<file path="config.mk">
export PLATFORM = sky130hd
export DESIGN_NAME = mem_bus_slave
export DESIGN_NICKNAME = d
export VERILOG_FILES = /design/src/rtl/mem_bus_pkg.sv /design/src/rtl/rd_lat_timer.sv /design/src/rtl/mem_bus_slave.sv
export SDC_FILE = /design/constraint.sdc
export NUM_CORES = 1
export LEC_CHECK = 0
export CORE_AREA = 2 2 86 109
export CTS_CLUSTER_SIZE = 16
export DETAILED_ROUTE_END_ITERATION = 8
export DIE_AREA = 0 0 88 111
export PLACE_DENSITY_LB_ADDON = 0.15
export SYNTH_ARGS = -nofsm -noshare
export SYNTH_HDL_FRONTEND = slang
export SYNTH_HIERARCHICAL = 1
export SYNTH_SLANG_ARGS = --single-unit
</file>
<file path="constraint.sdc">
create_clock -name clk -period 2.45 [get_ports clk]
set_input_delay 0.3675 -clock clk [delete_from_list [all_inputs] [get_ports clk]]
set_output_delay 0.3675 -clock clk [all_outputs]
set_load 0.05 [all_outputs]
</file>
<file path="src/rtl/mem_bus_pkg.sv">
// Shared types and constants for the memory-side bus slave: one-hot state
// encodings, default bus widths and the legal read-latency range.
package mem_bus_pkg;

   localparam int ADDR_BUS_WIDTH = 8;
   localparam int MEM_WIDTH      = 32;
   localparam int RD_LAT_MIN     = 1;
   localparam int RD_LAT_MAX     = 4;
   localparam int TMR_W          = $clog2(RD_LAT_MAX + 1);

   typedef enum logic [4:0] {
      S_IDLE  = 5'b00001,
      S_ADDR  = 5'b00010,
      S_WRITE = 5'b00100,
      S_RWAIT = 5'b01000,
      S_DONE  = 5'b10000
   } state_e;

   // Out-of-range latencies are clamped so the timer can never be loaded past its width.
   function automatic logic [TMR_W-1:0] lat_load(input int lat);
      if (lat < RD_LAT_MIN) return TMR_W'(RD_LAT_MIN);
      if (lat > RD_LAT_MAX) return TMR_W'(RD_LAT_MAX);
      return TMR_W'(lat);
   endfunction

endpackage

</file>
<file path="src/rtl/rd_lat_timer.sv">
// Read-latency timer: loads the latency, counts down while enabled and flags
// expiry at zero. Reloaded once per read beat.
module rd_lat_timer
   import mem_bus_pkg::*;
(
   input  logic             clk,
   input  logic             rst,
   input  logic             load_i,
   input  logic             dec_i,
   input  logic [TMR_W-1:0] load_val_i,
   output logic             expired_o
);

   logic [TMR_W-1:0] cnt_q, cnt_d;

   always_comb begin
      cnt_d = cnt_q;
      if (load_i)
         cnt_d = load_val_i;
      else if (dec_i && cnt_q != '0)
         cnt_d = cnt_q - 1'b1;
   end

   // NOTE: state registers use non-blocking assignments so every flop samples pre-edge values.
   always_ff @(posedge clk) begin
      if (rst) cnt_q <= '0;
      else     cnt_q <= cnt_d;
   end

   assign expired_o = (cnt_q == '0);

endmodule

</file>
<file path="src/rtl/mem_bus_slave.sv">
// Memory-side slave stage between the system bus FSM and the 32-bit memory.
// Define MEM_BUS_BURST_EN to add the bus_burst port and multi-beat accesses.
module mem_bus_slave
   import mem_bus_pkg::*;
#(
   parameter int ADDR_W    = ADDR_BUS_WIDTH,
   parameter int DATA_W    = MEM_WIDTH,
   parameter int RD_LAT    = 1,
   parameter int BURST_LEN = 4
) (
   input  logic              clk,
   input  logic              rst,
   input  logic              ale_en,
   input  logic              bus_read_en,
   input  logic              bus_write_en,
   input  logic [ADDR_W-1:0] bus_addr,
   input  logic [DATA_W-1:0] bus_wdata,
`ifdef MEM_BUS_BURST_EN
   input  logic              bus_burst,
`endif
   output logic [DATA_W-1:0] bus_rdata,
   output logic              bus_rvalid,
   output logic              bus_ready,
   output logic              bus_err,
   output logic              mem_en,
   output logic              mem_we,
   output logic [ADDR_W-1:0] mem_addr,
   output logic [DATA_W-1:0] mem_wdata,
   input  logic [DATA_W-1:0] mem_rdata
);

   localparam int BEAT_W = (BURST_LEN > 1) ? $clog2(BURST_LEN) : 1;
   localparam logic [BEAT_W-1:0] BEAT_LAST = BEAT_W'(BURST_LEN - 1);

   state_e            state_q, state_d;
   logic [ADDR_W-1:0] addr_q, addr_d, next_addr;
   logic [BEAT_W-1:0] beat_q, beat_d;
   logic              burst_q, burst_d, burst_req, last_beat;
   logic [DATA_W-1:0] rdata_q, rdata_d;
   logic              rvalid_q, rvalid_d, err_q, err_d;
   logic              mem_en_q, mem_en_d, mem_we_q, mem_we_d;
   logic [ADDR_W-1:0] mem_addr_q, mem_addr_d;
   logic [DATA_W-1:0] mem_wdata_q, mem_wdata_d;
   logic              tmr_load, tmr_dec, tmr_expired;

`ifdef MEM_BUS_BURST_EN
   assign burst_req = bus_burst;
`else
   assign burst_req = 1'b0;
`endif

   assign next_addr = addr_q + 1'b1;
   assign last_beat = !burst_q || (beat_q == BEAT_LAST);

   rd_lat_timer u_rd_lat_timer (
      .clk        (clk),
      .rst        (rst),
      .load_i     (tmr_load),
      .dec_i      (tmr_dec),
      .load_val_i (lat_load(RD_LAT)),
      .expired_o  (tmr_expired)
   );

   // NOTE: every signal written here gets a default first, so no path can infer a latch.
   always_comb begin
      state_d     = state_q;
      addr_d      = addr_q;
      beat_d      = beat_q;
      burst_d     = burst_q;
      rdata_d     = rdata_q;
      rvalid_d    = 1'b0;
      err_d       = 1'b0;
      mem_en_d    = 1'b0;
      mem_we_d    = 1'b0;
      mem_addr_d  = mem_addr_q;
      mem_wdata_d = mem_wdata_q;
      tmr_load    = 1'b0;
      tmr_dec     = 1'b0;

      unique case (state_q)
         S_IDLE: begin
            if (ale_en) begin
               addr_d  = bus_addr;
               state_d = S_ADDR;
            end
         end
         S_ADDR: begin
            if (ale_en) begin
               addr_d = bus_addr;
            end else if (bus_write_en && bus_read_en) begin
               err_d   = 1'b1;
               state_d = S_IDLE;
            end else if (bus_write_en) begin
               burst_d     = burst_req;
               beat_d      = '0;
               mem_en_d    = 1'b1;
               mem_we_d    = 1'b1;
               mem_addr_d  = addr_q;
               mem_wdata_d = bus_wdata;
               state_d     = S_WRITE;
            end else if (bus_read_en) begin
               burst_d    = burst_req;
               beat_d     = '0;
               mem_en_d   = 1'b1;
               mem_addr_d = addr_q;
               tmr_load   = 1'b1;
               state_d    = S_RWAIT;
            end
         end
         S_WRITE: begin
            // Next beat is issued only while the bus keeps write_en high; otherwise stall.
            if (last_beat) begin
               state_d = S_DONE;
            end else if (bus_write_en) begin
               addr_d      = next_addr;
               beat_d      = beat_q + 1'b1;
               mem_en_d    = 1'b1;
               mem_we_d    = 1'b1;
               mem_addr_d  = next_addr;
               mem_wdata_d = bus_wdata;
            end
         end
         S_RWAIT: begin
            if (tmr_expired) begin
               rdata_d  = mem_rdata;
               rvalid_d = 1'b1;
               if (last_beat) begin
                  state_d = S_DONE;
               end else begin
                  addr_d     = next_addr;
                  beat_d     = beat_q + 1'b1;
                  mem_en_d   = 1'b1;
                  mem_addr_d = next_addr;
                  tmr_load   = 1'b1;
               end
            end else begin
               tmr_dec = 1'b1;
            end
         end
         S_DONE: begin
            if (ale_en) begin
               addr_d  = bus_addr;
               state_d = S_ADDR;
            end else begin
               state_d = S_IDLE;
            end
         end
         default: state_d = S_IDLE;
      endcase
   end

   always_ff @(posedge clk) begin
      if (rst) begin
         state_q     <= S_IDLE;
         addr_q      <= '0;
         beat_q      <= '0;
         burst_q     <= 1'b0;
         rdata_q     <= '0;
         rvalid_q    <= 1'b0;
         err_q       <= 1'b0;
         mem_en_q    <= 1'b0;
         mem_we_q    <= 1'b0;
         mem_addr_q  <= '0;
         mem_wdata_q <= '0;
      end else begin
         state_q     <= state_d;
         addr_q      <= addr_d;
         beat_q      <= beat_d;
         burst_q     <= burst_d;
         rdata_q     <= rdata_d;
         rvalid_q    <= rvalid_d;
         err_q       <= err_d;
         mem_en_q    <= mem_en_d;
         mem_we_q    <= mem_we_d;
         mem_addr_q  <= mem_addr_d;
         mem_wdata_q <= mem_wdata_d;
      end
   end

   assign bus_ready  = (state_q == S_IDLE) || (state_q == S_DONE);
   assign bus_rdata  = rdata_q;
   assign bus_rvalid = rvalid_q;
   assign bus_err    = err_q;
   assign mem_en     = mem_en_q;
   assign mem_we     = mem_we_q;
   assign mem_addr   = mem_addr_q;
   assign mem_wdata  = mem_wdata_q;

endmodule
</file>
==> summary.md <==
| Metric | Value |
|---|---|
| Area Overhead vs Synth | 52.59% |
| Synth Register Bits | 92 |
| Worst vdd ir | 502.6 uV |
| IO Pins | 154 |
| Max-cap viol count | 0 |
| YS warnings | 6 |
| Gate count of the mapped netlist | 428 |
| Worst slew margin | 27.79% |
| Worst path slowest cell | and4_1 |
| Die height | 111 um |
| Initial DRC Count | 115 |
| CP max FO | 32 |
| Nets | 652 |
| WP buf/inv | 1 |
| Clock Sinks | 92 |
| Synthesized cell area | 0.003600 mm^2 |
| Initial antenna violation count | 0 |
| Clk buf depth | 2 |
| Pwr dens | 685.1 mW/mm^2 |
| CP Class | reg2reg |
| Largest net degree at the start of global routing | 58 |
| Critical-path cell list | inv_1 > ha_1 > ha_1 > and4_1 > nand2_1 > a21oi_1 |
| Share of layout cells above drive strength 1 | 5.373% |
| WL final | 9080 um |
| CP delay by family, top | simple AND/OR/NAND/NOR gates |
| Total Routing Usage GR | 19.84% |
| Final min period | 2083 ps |
| Yosys cell types | 41 |
| WL/cell | 12.97 um |
| Critical Path Most Common Cell | ha_1 |
| Setup TNS | 0 ps |
| Avg Cell Area, Syn | 8.411 um^2 |
| Num rows | 39 |
| Asr flop ratio synth | 0% |
| DRT Pass-1 Iters | 4 |
| Post-DRT Antenna Nets | 0 |
| Max-slew violations | 0 |
| Fin. Hold Viols | 0 |
| Vias in the first global route | 3412 |
| Die width | 88 um |
| Htree depth | 3 |
| Top cell type's share of synthesized area | 51.16% |
| Sequential fraction of the synthesis area | 51.16% |
| Max Freq | 0.4801 GHz |
| Top_reg_cell synth | dfxtp_1 |
| Post-CTS Setup Inserts | 0 |
| Hold_ws | 452.0 ps |
| Worst endpoint data arrival time | 2330 ps |
| Min-delay worst type | reg2reg |
| CP peak stage delay | 940 ps |
| DRC viols | 0 |
| Skew final | 7.826 ps |
| Via-per-instance ratio | 4.753 |
| Die ar. | 0.009768 mm^2 |
| Critical Path RT | 2700 ps |
| Tcrit/Tclk final | 85.01% |
| RSZ-0062 raised after global routing | no |
| GPL Wtd Cong | 0.8651 |
| Root buffer cell | clkbuf_16 |
| Post_cts resized | 0 |
| Aggregate global routing overflow | 0 |
| Post-synth EDFFs | 0 |
| Hpwl dp | 6334 um |
| Setup violations, final | 0 |
| Tightest Pin Transition | 1083 ps |
| Filler cells | 795 |
| Leakage power | 1.914 nW |
| CP Capture Type | flip-flop |
| Ant. Diodes | 0 |
| Clock transition at path regs | 60 ps |
| Top post-synthesis cells by area | dfxtp_1, nand2_1, a21oi_1 |
| Global-route wire length before repair | 15460 um |
| CTS tree | built |
| Initial Utilization | 40.76% |
| TritonCTS buffer count | 9 |
| Cts hold-fix bufs | 0 |
| IO Port Bufs | 153 |
| Status | finished, final reports clean |
| Clk_lat worst skew | 330 ps |
| Core area | 0.008832 mm^2 |
| Post-synth top area cell | dfxtp_1 |
| Vias | 3327 |
| CP startpoint kind | flip-flop |
| Total Power | 3.763 mW |
-- where the power goes --
part           internal [mW]  leakage [nW]  switching (mW)
Clock                  0.797         0.152           0.546
Sequential              1.58         0.743          0.0774
Combinational          0.335          1.02           0.428
-- routing by layer --
layer | vias to the layer above | track usage (%) | part of all wire [%]
met5 | - | 0 | 0
met4 | 0 | 9.436 | 2.0
met3 | 13 | 6.552 | 8.3
met2 | 108 | 32.98 | 48
met1 | 1510 | 22.43 | 41
li1 | 1696 | - | -
-- Yosys cell counts (4+ instances only) --
master and instances:
a211oi_1 4, dfxtp_1 92, buf_2 8, clkbuf_1 16, nor2_1 16, or2b_1 8, o21ai_0 5, nand2b_1 8
inv_1 6, a21oi_1 69, nand3_1 4, nand2_1 133, mux2i_1 13
-- tightest hold or removal path: stages, from the launching register on --
cell and delay, ps:
dfxtp_1 310, nand2_1 50, a21oi_1 50
-- registers in the layout (all words and copies together) (netlist names) --
register              flops
mem_we                    1
bus_rdata                32
mem_addr                  8
u_rd_lat_timer/cnt_q      3
addr_q                    8
bus_rvalid                1
state_q                   5
bus_err                   1
mem_wdata                32
mem_en                    1
-- worst paths after layout --
path | start | endpoint | slack (ps) | cells past startpoint
worst max-delay path | u_rd_lat_timer/cnt_q[0]$_SDFFE_PP0P_ | bus_rdata[31]$_SDFFE_PP0P_ | 370 | 6
worst min-delay path | bus_rdata[6]$_SDFFE_PP0P_ | bus_rdata[6]$_SDFFE_PP0P_ | 450 | 2
worst max register to register | u_rd_lat_timer/cnt_q[0]$_SDFFE_PP0P_ | bus_rdata[31]$_SDFFE_PP0P_ | 370 | 6
worst min register to register | bus_rdata[6]$_SDFFE_PP0P_ | bus_rdata[6]$_SDFFE_PP0P_ | 450 | 2
-- cells in the final DEF, fill, tap and decap left out, types with 3 or more instances in the layout --
cell type | Yosys | final
a211oi_1 | 4 | 4
a21oi_1 | 69 | 69
buf_4 | 0 | 8
clkbuf_16 | 0 | 9
clkbuf_8 | 1 | 4
clkdlybuf4s50_1 | 0 | 151
conb_1 | 2 | 3
dfxtp_1 | 92 | 92
ha_1 | 3 | 3
inv_1 | 6 | 6
mux2i_1 | 13 | 13
nand2_1 | 133 | 133
nand2b_1 | 8 | 8
nand3_1 | 4 | 4
nand3b_1 | 3 | 3
nor2_1 | 16 | 16
o21ai_0 | 5 | 5
or2b_1 | 8 | 8
xor2_1 | 3 | 3
-- through the flow --
stage / setup WS [ps] / utilization [%] / area [um^2] / instances
global route: 149.3 / 62.19 / 5493 / 700
detailed placement: 290.6 / 58.80 / 5194 / 684
CTS: 329.5 / 62.19 / 5493 / 700
floorplan: 635.7 / - / 3603 / 429
global placement: 408.2 / 58.80 / 5194 / 684
finish: 367.2 / 62.19 / 5493 / 700
-- logic make-up (layout without fill, tap and decap cells) --
logic type      count (synthesis)  after routing  synth area share [%]
simple gates                  192            192                 24.64
flops                          92             92                 51.16
compound gates                 86             86                 13.03
buf+inv                        35            183                 5.075
mux                            13             13                 3.615
xor+xnor                        5              5                 1.217
fa+ha+maj                       3              3                 1.043
other cells                     2              3                0.2086
-- area by class of cell --
| type | instances | area, um^2 | share of cell area, % |
|---|---|---|---|
| Clock buffer | 13 | 280.3 | 5.103 |
| Sequential cell | 92 | 1842 | 33.53 |
| Clock inverter | 3 | 18.77 | 0.3417 |
| Multi-Input combinational cell | 302 | 1579 | 28.75 |
| Inverter | 6 | 22.52 | 0.4100 |
| Timing Repair Buffer | 161 | 1597 | 29.07 |
| Tap cell | 123 | 153.9 | 2.802 |
(Power assumes the default switching activity.)
